File: src/rtl/matrix_frame_sched.sv
// matrix_frame_sched
//   Two-source arbiter and row scanner for a 5x7 dot-matrix display.
//   Rows are scanned one per clk_div cycle; arbitration and the frame
//   snapshot (shadow) happen only on the edge that ends row 6, so every
//   scanned frame is tear-free and belongs to a single source.
//
// Ports
//   clk_div    in   row-scan clock, rising edge
//   reset      in   synchronous, active-high
//   req_a      in   source A display request (level)
//   frame_a    in   35-bit frame, bit r*5+c = row r, column c
//   req_b      in   source B display request (level)
//   frame_b    in   35-bit frame, same mapping as frame_a
//   col        out  column drive of the active row, 1 = lit
//   row_n      out  active-low row enables, one-hot low
//   grant_a    out  source A owns the display
//   grant_b    out  source B owns the display
//   frame_done out  high while row 6 is scanned
module matrix_frame_sched #(
    parameter int HOLD_FRAMES = 4
) (
    input  logic        clk_div,
    input  logic        reset,
    input  logic        req_a,
    input  logic [34:0] frame_a,
    input  logic        req_b,
    input  logic [34:0] frame_b,
    output logic [4:0]  col,
    output logic [6:0]  row_n,
    output logic        grant_a,
    output logic        grant_b,
    output logic        frame_done
);

    typedef enum logic [1:0] {
        IDLE   = 2'd0,
        SHOW_A = 2'd1,
        SHOW_B = 2'd2
    } state_t;

    localparam logic [3:0] HOLD_MAX = 4'(HOLD_FRAMES);

    state_t      state, state_d;
    logic [2:0]  row;
    logic [3:0]  hold, hold_d, hold_inc;
    logic [34:0] shadow, shadow_d;
    logic        boundary;
    logic        hold_done;

    assign boundary = (row == 3'd6);

    // The frame ending at this boundary already counts toward the hold, so
    // a source keeps the display for exactly HOLD_FRAMES frames under
    // contention.
    assign hold_inc  = (hold == HOLD_MAX) ? hold : hold + 4'd1;
    assign hold_done = (hold_inc == HOLD_MAX);

    always_ff @(posedge clk_div) begin
        if (reset) begin
            row    <= 3'd0;
            state  <= IDLE;
            hold   <= '0;
            shadow <= '0;
        end else begin
            row    <= boundary ? 3'd0 : row + 3'd1;
            state  <= state_d;
            hold   <= hold_d;
            shadow <= shadow_d;
        end
    end

    always_comb begin
        state_d  = state;
        hold_d   = hold;
        shadow_d = shadow;
        if (boundary) begin
            case (state)
                IDLE: begin
                    if (req_a)      state_d = SHOW_A;
                    else if (req_b) state_d = SHOW_B;
                    else            state_d = IDLE;
                end
                SHOW_A: begin
                    if (!req_a)                  state_d = req_b ? SHOW_B : IDLE;
                    else if (req_b && hold_done) state_d = SHOW_B;
                    else                         state_d = SHOW_A;
                end
                SHOW_B: begin
                    if (!req_b)                  state_d = req_a ? SHOW_A : IDLE;
                    else if (req_a && hold_done) state_d = SHOW_A;
                    else                         state_d = SHOW_B;
                end
                default: state_d = IDLE;
            endcase

            if (state_d != state || state == IDLE) hold_d = '0;
            else                                   hold_d = hold_inc;

            case (state_d)
                SHOW_A:  shadow_d = frame_a;
                SHOW_B:  shadow_d = frame_b;
                default: shadow_d = '0;
            endcase
        end
    end

    always_comb begin
        col   = '0;
        row_n = '1;
        for (int unsigned r = 0; r < 7; r++) begin
            if (row == r[2:0]) begin
                col      = shadow[r*5 +: 5];
                row_n[r] = 1'b0;
            end
        end
    end

    assign grant_a    = (state == SHOW_A);
    assign grant_b    = (state == SHOW_B);
    assign frame_done = boundary;

endmodule

File: config.mk
export PLATFORM = sky130hd
export DESIGN_NAME = matrix_frame_sched
export DESIGN_NICKNAME = d
export VERILOG_FILES = /design/src/rtl/matrix_frame_sched.sv
export SDC_FILE = /design/constraint.sdc
export NUM_CORES = 1
export LEC_CHECK = 0
export CAP_MARGIN = 40
export CORE_ASPECT_RATIO = 2
export CORE_MARGIN = 2
export CORE_UTILIZATION = 48
export CTS_CLUSTER_DIAMETER = 50
export DETAILED_ROUTE_END_ITERATION = 8
export GPL_ROUTABILITY_DRIVEN = 0
export HOLD_SLACK_MARGIN = 0.02
export PLACE_DENSITY = 0.86
export SYNTH_ARGS = -nofsm -noshare
export SYNTH_HDL_FRONTEND = slang
export SYNTH_SLANG_ARGS = --single-unit
export TNS_END_PERCENT = 50
File: constraint.sdc
create_clock -name clk_div -period 6.52 [get_ports clk_div]
set_clock_uncertainty 0.05 [all_clocks]
set_input_delay 1.304 -clock clk_div [delete_from_list [all_inputs] [get_ports clk_div]]
set_output_delay 1.304 -clock clk_div [all_outputs]
set_load 0.02 [all_outputs]
======== Yosys cells after proc, flatten, opt, wreduce, memory -nomap -nowiden ========
Index checks and enable logic that the tools add are counted.
operators by class
  equal/unequal tests ..................... 13
  $add $sub $neg .......................... 2
  multiplexer cells ....................... 26
  reductions and logical operators ........ 6
operators by type and width
  operator               count
  $pmux W35 S2           1
  $mux W5                7
  $mux W2                7
  $eq A3 B3 Y1 const B   3
  $eq A4 B3 Y1 const B   2
  $mux W1                8
  $mux W4                2
  $eq A3 B2 Y1 const B   2
  $pmux W2 S3            1
  $add A4 B1 Y4 const B  1
  $eq A2 B1 Y1 const B   2
  $eq A2 B2 Y1 const B   2
  $add A3 B1 Y3 const B  1
  $eq A3 B1 Y1 const B   1
  $logic_not A3 Y1       1
  $logic_and A1 B1 Y1    2
  $logic_not A2 Y1       1
  $ne A2 B2 Y1           1
  $reduce_or A2 Y1       1
  $logic_or A1 B1 Y1     1
storage, ports and cells
  word-level logic and storage cells ...... 51
  register bits ........................... 44
  input port bits ......................... 74
  output and inout bits ................... 15

======== Logic depth before layout (Yosys ltp) ========
Gate-level depths: netlist of the first run.
  word-level depth ........................ 11
  gate-level depth with buffers ........... 13
  mapped depth without buffers ............ 12

======== Worst setup path before layout of the first run ========
No wires, ideal clock.
  path type ............................... reg-to-output
  start ................................... register row[0]
  end ..................................... output col[0]
  arrival ................................. 1750 ps
  buffers on the path ..................... 1
  data required time ...................... 5166 ps
  stages on the path, launching flop included .. 7
  setup slack ............................. 3416 ps
  cells stage by stage .................... dfxtp_1 -> inv_1 -> ha_1 -> nand2_1 -> clkbuf_1 -> o22ai_1 -> a21oi_1
on the way
  word-level cells in the longest chain between the ends .. 8
  elaborated cells on any way between the ends .. 14
  those cells by class .................... eq/ne: 6; mux: 7; reduce/logical: 1
ends and longest elaborated chain
  element                 RTL line  RTL
  start, declared         44        logic [2:0] row;
  start signal, assigned  65        row <= boundary ? 3'd0 : row + 3'd1;
  $logic_not A3 Y1        111       if (row == r[2:0]) begin
  $mux W5 (6 in a row)    111
  $mux W5 *               111
  end, declared           28        output logic [4:0] col,
Every way passes the cells marked *; elsewhere a longest branch is shown, timed or not.

======== Final worst setup path of the first run ========
Ends and elaborated chain as after synthesis.

==> impl_metrics.env, run 1 <==
export IMPL_cts_reportedPaths_clkPinSlew_ns=0.08
export IMPL_grt_pass1_vias=2582
export IMPL_sw_frac_of_total_pct=24.1
export IMPL_sequentialPowerShare_pct=44.1
export IMPL_power_switching_mw=0.150
export IMPL_root_buffer="clkbuf_8"
export IMPL_cts_buffer_depth=2
export IMPL_vias=2597
export IMPL_post_route_min_period_ns=4.32
export IMPL_finalHoldViolations=0
export IMPL_clkLatencyLatePin_ns=0.30
export IMPL_antenna_cells=0
export IMPL_layout_nets=467
export IMPL_vias_per_cell=5.88
export IMPL_clkPwrFrac_pct=37.0
export IMPL_numCtsBuffers=5
export IMPL_grt_overflow=0
export IMPL_cts_max_level=2
export IMPL_p_comb_share_pct=18.8
export IMPL_power_density_mw_per_mm2=180
export IMPL_cp_start_kind="register"
export IMPL_hold_class="register to register"
export IMPL_status="finished clean"
export IMPL_grtUsageTotal_pct=27.0
export IMPL_dp_cells=434
export IMPL_finalSetupViolCount=0
export IMPL_dieHeight_um=104
export IMPL_synthCells=306
export IMPL_final_cells=442
export IMPL_core_sq_mm=0.00482
export IMPL_cts_hold_buf=0
export IMPL_cts_num_sinks=44
export IMPL_ys_types=39
export IMPL_dp_slack_ns=2.58
export IMPL_synthesis_nets=389
export IMPL_portBuffers=88
export IMPL_slew_headroom_pct=51.7
export IMPL_post_route_drc_count=0
export IMPL_synth_seq_cells=44
export IMPL_synth_edff_count=0
export IMPL_grt_pass1_wl_um=11400
export IMPL_syn_area_sq_mm=0.00238
export IMPL_worstSetupPathType="register to primary output"
export IMPL_first_pass_iters=4
export IMPL_drt_initial_drc_count=90
export IMPL_drive_above_1_share_pct=4.94
export IMPL_route_detailed_wl_per_inst_um=15.8
export IMPL_synth_ff_type="dfxtp_1"
export IMPL_wl_um=6970
export IMPL_post_cts_buffers=0
export IMPL_area_growth_pct=44.5
export IMPL_ys_seq_area_share_pct=37.0
export IMPL_fp_dieW_um=53.8
export IMPL_cts_tree="done"
export IMPL_yosysWarnings=0
export IMPL_tightest_slew_ns=0.723
export IMPL_start_util_pct=49.4
export IMPL_antenna_found_initial=0
export IMPL_worst_slack_ns=2.20
export IMPL_power_leakage_nw=1.25
export IMPL_max_freq_mhz=231
export IMPL_maxSlewViolCount=0
export IMPL_die_area_sq_mm=0.00558
export IMPL_synthArstFlopShare_pct=0
export IMPL_rows=36
export IMPL_maxCapViolCount=0
export IMPL_dpl_hpwl_um=5290
export IMPL_crit_required_ns=5.17
export IMPL_critical_path_arrival_ns=2.97
export IMPL_min_period_over_period_pct=66.3
export IMPL_rsz0062_at_grt="false"
export IMPL_p_int_mw=0.471
export IMPL_ant_nets=0
export IMPL_num_fill_cells=382
export IMPL_cp_end_kind="primary output"
export IMPL_grt_max_degree=21
export IMPL_avgSynthCellArea_sq_um=7.79
export IMPL_worst_path_max_fanout=19
export IMPL_post_cts_resized=0
export IMPL_vdd_drop_max_v=0.000174
export IMPL_fin_setup_tns_ns=0
export IMPL_io_pin_count=89
## power groups by stage
stage | sequential (mW) | combinational, mW | clock (mW)
floorplan | 0.279 | 0.0496 | 0
CTS | 0.274 | 0.117 | 0.229
global placement | 0.280 | 0.111 | 0
detailed placement | 0.280 | 0.116 | 0
finish | 0.274 | 0.117 | 0.230
global route | 0.275 | 0.126 | 0.241
## final cells by class
| class | instances | area (sq um) | area share, % |
|---|---|---|---|
| multi-input combinational | 232 | 1390 | 40.4 |
| timing repair buffer | 92 | 941 | 27.3 |
| sequential | 44 | 881 | 25.6 |
| clock buffer | 7 | 96.3 | 2.80 |
| tap | 57 | 71.3 | 2.07 |
| inverter | 9 | 33.8 | 0.981 |
| clock inverter | 1 | 30.0 | 0.872 |
## flip-flops by register name, indices dropped and copies added (netlist names)
register / flops
hold: 4
row: 3
shadow: 35
state: 2
## synth_stat cells, types with 4 or more instances
cell | instances | area (sq um)
clkbuf_1 | 20 | 75.1
o21ai_1 | 6 | 30.0
and3b_1 | 5 | 43.8
nor2_1 | 10 | 37.5
o21ai_0 | 33 | 165
dfxtp_1 | 44 | 881
a21oi_1 | 19 | 95.1
ha_1 | 9 | 113
inv_1 | 9 | 33.8
nand2_1 | 64 | 240
nor3_1 | 4 | 20.0
a22oi_1 | 41 | 308
o22ai_1 | 6 | 37.5
## per-stage QoR
stage | power [mW] | area (sq um) | hold slack [ns] | util, %
6_report | 0.621 | 3440 | 0.410 | 71.4
5_1_grt | 0.642 | 3440 | 0.438 | 71.4
4_1_cts | 0.619 | 3440 | 0.409 | 71.4
3_5_place_dp | 0.396 | 3320 | 0.391 | 68.8
3_3_place_gp | 0.391 | 3260 | 0.382 | 67.6
2_1_floorplan | 0.328 | 2380 | 0.368 | -
## logic make-up (layout without fill, tap and decap cells)
family / Yosys count / count (layout) / synth area share (%)
buffers and inverters: 30 / 109 / 4.78
adders and majority gates: 9 / 9 / 4.73
muxes: 3 / 3 / 1.47
xor gates and xnor gates: 1 / 1 / 0.368
and+or+nand+nor: 99 / 99 / 19.1
DFF: 44 / 44 / 37.0
AOI/OAI and AO/OA: 120 / 120 / 32.6
## layout by cell type, fill, tap and decap left out, drive strengths merged, types with 2 or more instances in the layout
| cell | synthesis | routed |
|---|---|---|
| clkdlybuf4s50 | 0 | 88 |
| dfxtp | 44 | 44 |
| inv | 9 | 9 |
| a21oi | 19 | 19 |
| nand2 | 64 | 64 |
| nand3 | 4 | 4 |
| a22oi | 41 | 41 |
| mux2i | 2 | 2 |
| clkbuf | 20 | 7 |
| a211oi | 3 | 3 |
| nor3 | 4 | 4 |
| nor2b | 3 | 3 |
| and2 | 3 | 3 |
| nor2 | 10 | 10 |
| o211ai | 2 | 2 |
| buf | 1 | 4 |
| o22ai | 6 | 6 |
| ha | 9 | 9 |
| o21ai | 39 | 39 |
| and3b | 5 | 5 |
| nand2b | 3 | 3 |
## path summary, 6_finish.rpt
check / to / cells after the start / start / slack (ns)
min reg2reg: shadow[2] / 2 / shadow[2] / 0.41
min: shadow[2] / 2 / shadow[2] / 0.41
max reg2reg: shadow[33] / 11 / hold[0] / 2.99
max: col[0] / 7 / row[0] / 2.20
## layer usage
layer / up-vias / routed length, um / part of all wire [%] / track usage (%)
li1: 1262 / - / - / -
met1: 1215 / 2430 / 35 / 28.6
met2: 93 / 3930 / 56 / 47.3
met3: 27 / 317 / 4.5 / 4.76
met4: 0 / 301 / 4.3 / 13.6
met5: - / 0 / 0 / 0
## critical path: stages, from the launching register on
cell and delay [ns]:
dfxtp_1 0.35, inv_1 0.10, ha_1 0.40, nand2_1 0.49, nand3_1 0.36, o22ai_1 0.13, a21oi_1 0.20, clkdlybuf4s50_1 0.63
(Power assumes the default switching activity.)
==> run 2: changes to the inputs <==
--- a/config.mk
+++ b/config.mk
@@ -8,12 +8,12 @@
 export CAP_MARGIN = 40
 export CORE_ASPECT_RATIO = 2
 export CORE_MARGIN = 2
-export CORE_UTILIZATION = 48
+export CORE_UTILIZATION = 40
 export CTS_CLUSTER_DIAMETER = 50
 export DETAILED_ROUTE_END_ITERATION = 8
 export GPL_ROUTABILITY_DRIVEN = 0
 export HOLD_SLACK_MARGIN = 0.02
-export PLACE_DENSITY = 0.86
+export PLACE_DENSITY = 0.76
 export SYNTH_ARGS = -nofsm -noshare
 export SYNTH_HDL_FRONTEND = slang
 export SYNTH_SLANG_ARGS = --single-unit
==> constraint.sdc (replaced) <==
create_clock -name clk_div -period 3.8 [get_ports clk_div]
set_clock_uncertainty 0.05 [all_clocks]
set_input_delay 0.76 -clock clk_div [delete_from_list [all_inputs] [get_ports clk_div]]
set_output_delay 0.76 -clock clk_div [all_outputs]
set_load 0.02 [all_outputs]
==> run 2 against run 1 <==
Net effect:
- sequential cell count is the same
- utilization fell by 10 points
- total power grew 90%
- sequential power is 72% higher
- combinational power grew 69%
- final cell count increased by 1.4%
==> impl_metrics.env, run 2 (same netlist as run 1, synthesis figures left out) <==
export IMPL_post_route_drc_count=0
export IMPL_worst_path_max_fanout=13
export IMPL_power_switching_mw=0.261
export IMPL_clkLatencyLatePin_ns=0.28
export IMPL_num_fill_cells=506
export IMPL_area_growth_pct=47.1
export IMPL_min_period_over_period_pct=90.3
export IMPL_post_route_min_period_ns=3.43
export IMPL_hold_class="register to register"
export IMPL_max_freq_mhz=291
export IMPL_cts_reportedPaths_clkPinSlew_ns=0.06
export IMPL_top_regs="shadow: 35 flops, hold: 4 flops, row: 3 flops"
export IMPL_power_density_mw_per_mm2=337
export IMPL_p_comb_share_pct=16.7
export IMPL_wl_met2_um=3890
export IMPL_vias=2541
export IMPL_maxSlewViolCount=0
export IMPL_wirelength_met1_um=2590
export IMPL_sw_frac_of_total_pct=22.1
export IMPL_rows=39
export IMPL_hold_ws_ns=0.407
export IMPL_drive_above_1_share_pct=5.43
export IMPL_route_detailed_wl_per_inst_um=15.7
export IMPL_top_layer_used="met4"
export IMPL_vdd_drop_max_v=0.000302
export IMPL_core_sq_mm=0.00571
export IMPL_largest_reg_flops=35
export IMPL_finalHoldViolations=0
export IMPL_tightest_slew_ns=0.709
export IMPL_grtUsageTotal_pct=22.2
export IMPL_antenna_found_initial=0
export IMPL_grt_max_degree=23
export IMPL_finalSetupViolCount=0
export IMPL_final_cell_mix="88 x clkdlybuf4s50_1, 64 x nand2_1, 44 x dfxtp_1"
export IMPL_grt_pass1_vias=2639
export IMPL_status="finished clean"
export IMPL_r2r_worst_path_cells=11
export IMPL_cts_max_level=2
export IMPL_final_util_pct=61.4
export IMPL_cp_end_kind="primary output"
export IMPL_io_pin_count=89
export IMPL_portBuffers=88
export IMPL_dieHeight_um=113
export IMPL_cts_hold_buf=0
export IMPL_sequentialPowerShare_pct=39.8
export IMPL_cp_start_kind="register"
export IMPL_post_cts_buffers=0
export IMPL_layout_nets=469
export IMPL_cts_buffer_depth=2
export IMPL_antenna_cells=0
export IMPL_wl_um=7040
export IMPL_drt_initial_drc_count=62
export IMPL_post_cts_resized=0
export IMPL_p_int_mw=0.921
export IMPL_crit_required_ns=2.99
export IMPL_root_buffer="clkbuf_16"
export IMPL_regMostFlops="shadow"
export IMPL_p_total_mw=1.18
export IMPL_critical_path_arrival_ns=2.62
export IMPL_wl_met3_um=242
export IMPL_slew_headroom_pct=52.8
export IMPL_vias_per_cell=5.67
export IMPL_start_util_pct=41.7
export IMPL_ant_nets=0
export IMPL_clkPwrFrac_pct=43.5
export IMPL_rsz0062_at_grt="false"
export IMPL_cts_num_sinks=44
export IMPL_fp_dieW_um=58.6
export IMPL_worstSetupPathType="register to primary output"
export IMPL_first_pass_iters=4
export IMPL_dpl_hpwl_um=5320
export IMPL_cts_tree="done"
export IMPL_grt_pass1_wl_um=11500
export IMPL_hold_depth=2
export IMPL_grt_overflow=0
export IMPL_power_leakage_nw=1.28
export IMPL_fin_setup_tns_ns=0
export IMPL_maxCapViolCount=0
export IMPL_die_area_sq_mm=0.00663
export IMPL_layout_commonest_cell="clkdlybuf4s50_1"
export IMPL_numCtsBuffers=5
==> run 2: cell types whose count changed in the layout (fill, tap and decap cells not counted) <==
cell / previous run / this run
clkbuf_8: 7 / 2
clkbuf_16: 0 / 5
buf_4: 0 / 4
buf_8: 4 / 2
==> run 2: area by class of cell <==
| class | instances | area, sq um | area share (%) |
|---|---|---|---|
| Clock buffer | 7 | 153 | 4.36 |
| Clock inverter | 1 | 30.0 | 0.857 |
| Inverter | 9 | 33.8 | 0.964 |
| Multi-Input combinational cell | 232 | 1390 | 39.7 |
| Sequential cell | 44 | 881 | 25.1 |
| Tap cell | 61 | 76.3 | 2.18 |
| Timing Repair Buffer | 94 | 941 | 26.8 |
==> run 2: through the flow <==
stage / setup slack, ns / std cells / instance area [sq um]
3_5_place_dp: 0.427 / 440 / 3320
5_1_grt: 0.227 / 448 / 3500
4_1_cts: 0.378 / 448 / 3500
2_1_floorplan: 0.768 / 306 / 2380
3_3_place_gp: 0.432 / 438 / 3290
6_report: 0.368 / 448 / 3500
==> run 2: routing by layer <==
metal  track usage, %  vias to the layer above
met5                0                        -
met4             11.8                        0
met3             3.54                       25
met2             40.6                       70
met1             23.0                     1181
li1                 -                     1265
==> run 2: worst max-delay path: stages (launching register included) <==
cell	delay, ns
dfxtp_1	0.34
inv_1	0.09
ha_1	0.41
and3b_1	0.22
a21oi_1	0.04
o21ai_0	0.28
a22oi_1	0.14
a21oi_1	0.20
clkdlybuf4s50_1	0.63
==> run 2: final timing paths <==
kind / from / endpoint / slack [ns]
worst max-delay path: row[0] / col[0] / 0.37
worst min-delay path: shadow[15] / shadow[15] / 0.41
worst max register to register: hold[0] / shadow[3] / 0.41
worst min register to register: shadow[15] / shadow[15] / 0.41
==> run 2: power by group through the flow <==
stage / registers, mW / logic (mW) / clock network [mW]
6_report: 0.471 / 0.198 / 0.514
2_1_floorplan: 0.478 / 0.0851 / 0
4_1_cts: 0.471 / 0.199 / 0.521
3_3_place_gp: 0.481 / 0.193 / 0
5_1_grt: 0.471 / 0.217 / 0.541
3_5_place_dp: 0.481 / 0.198 / 0
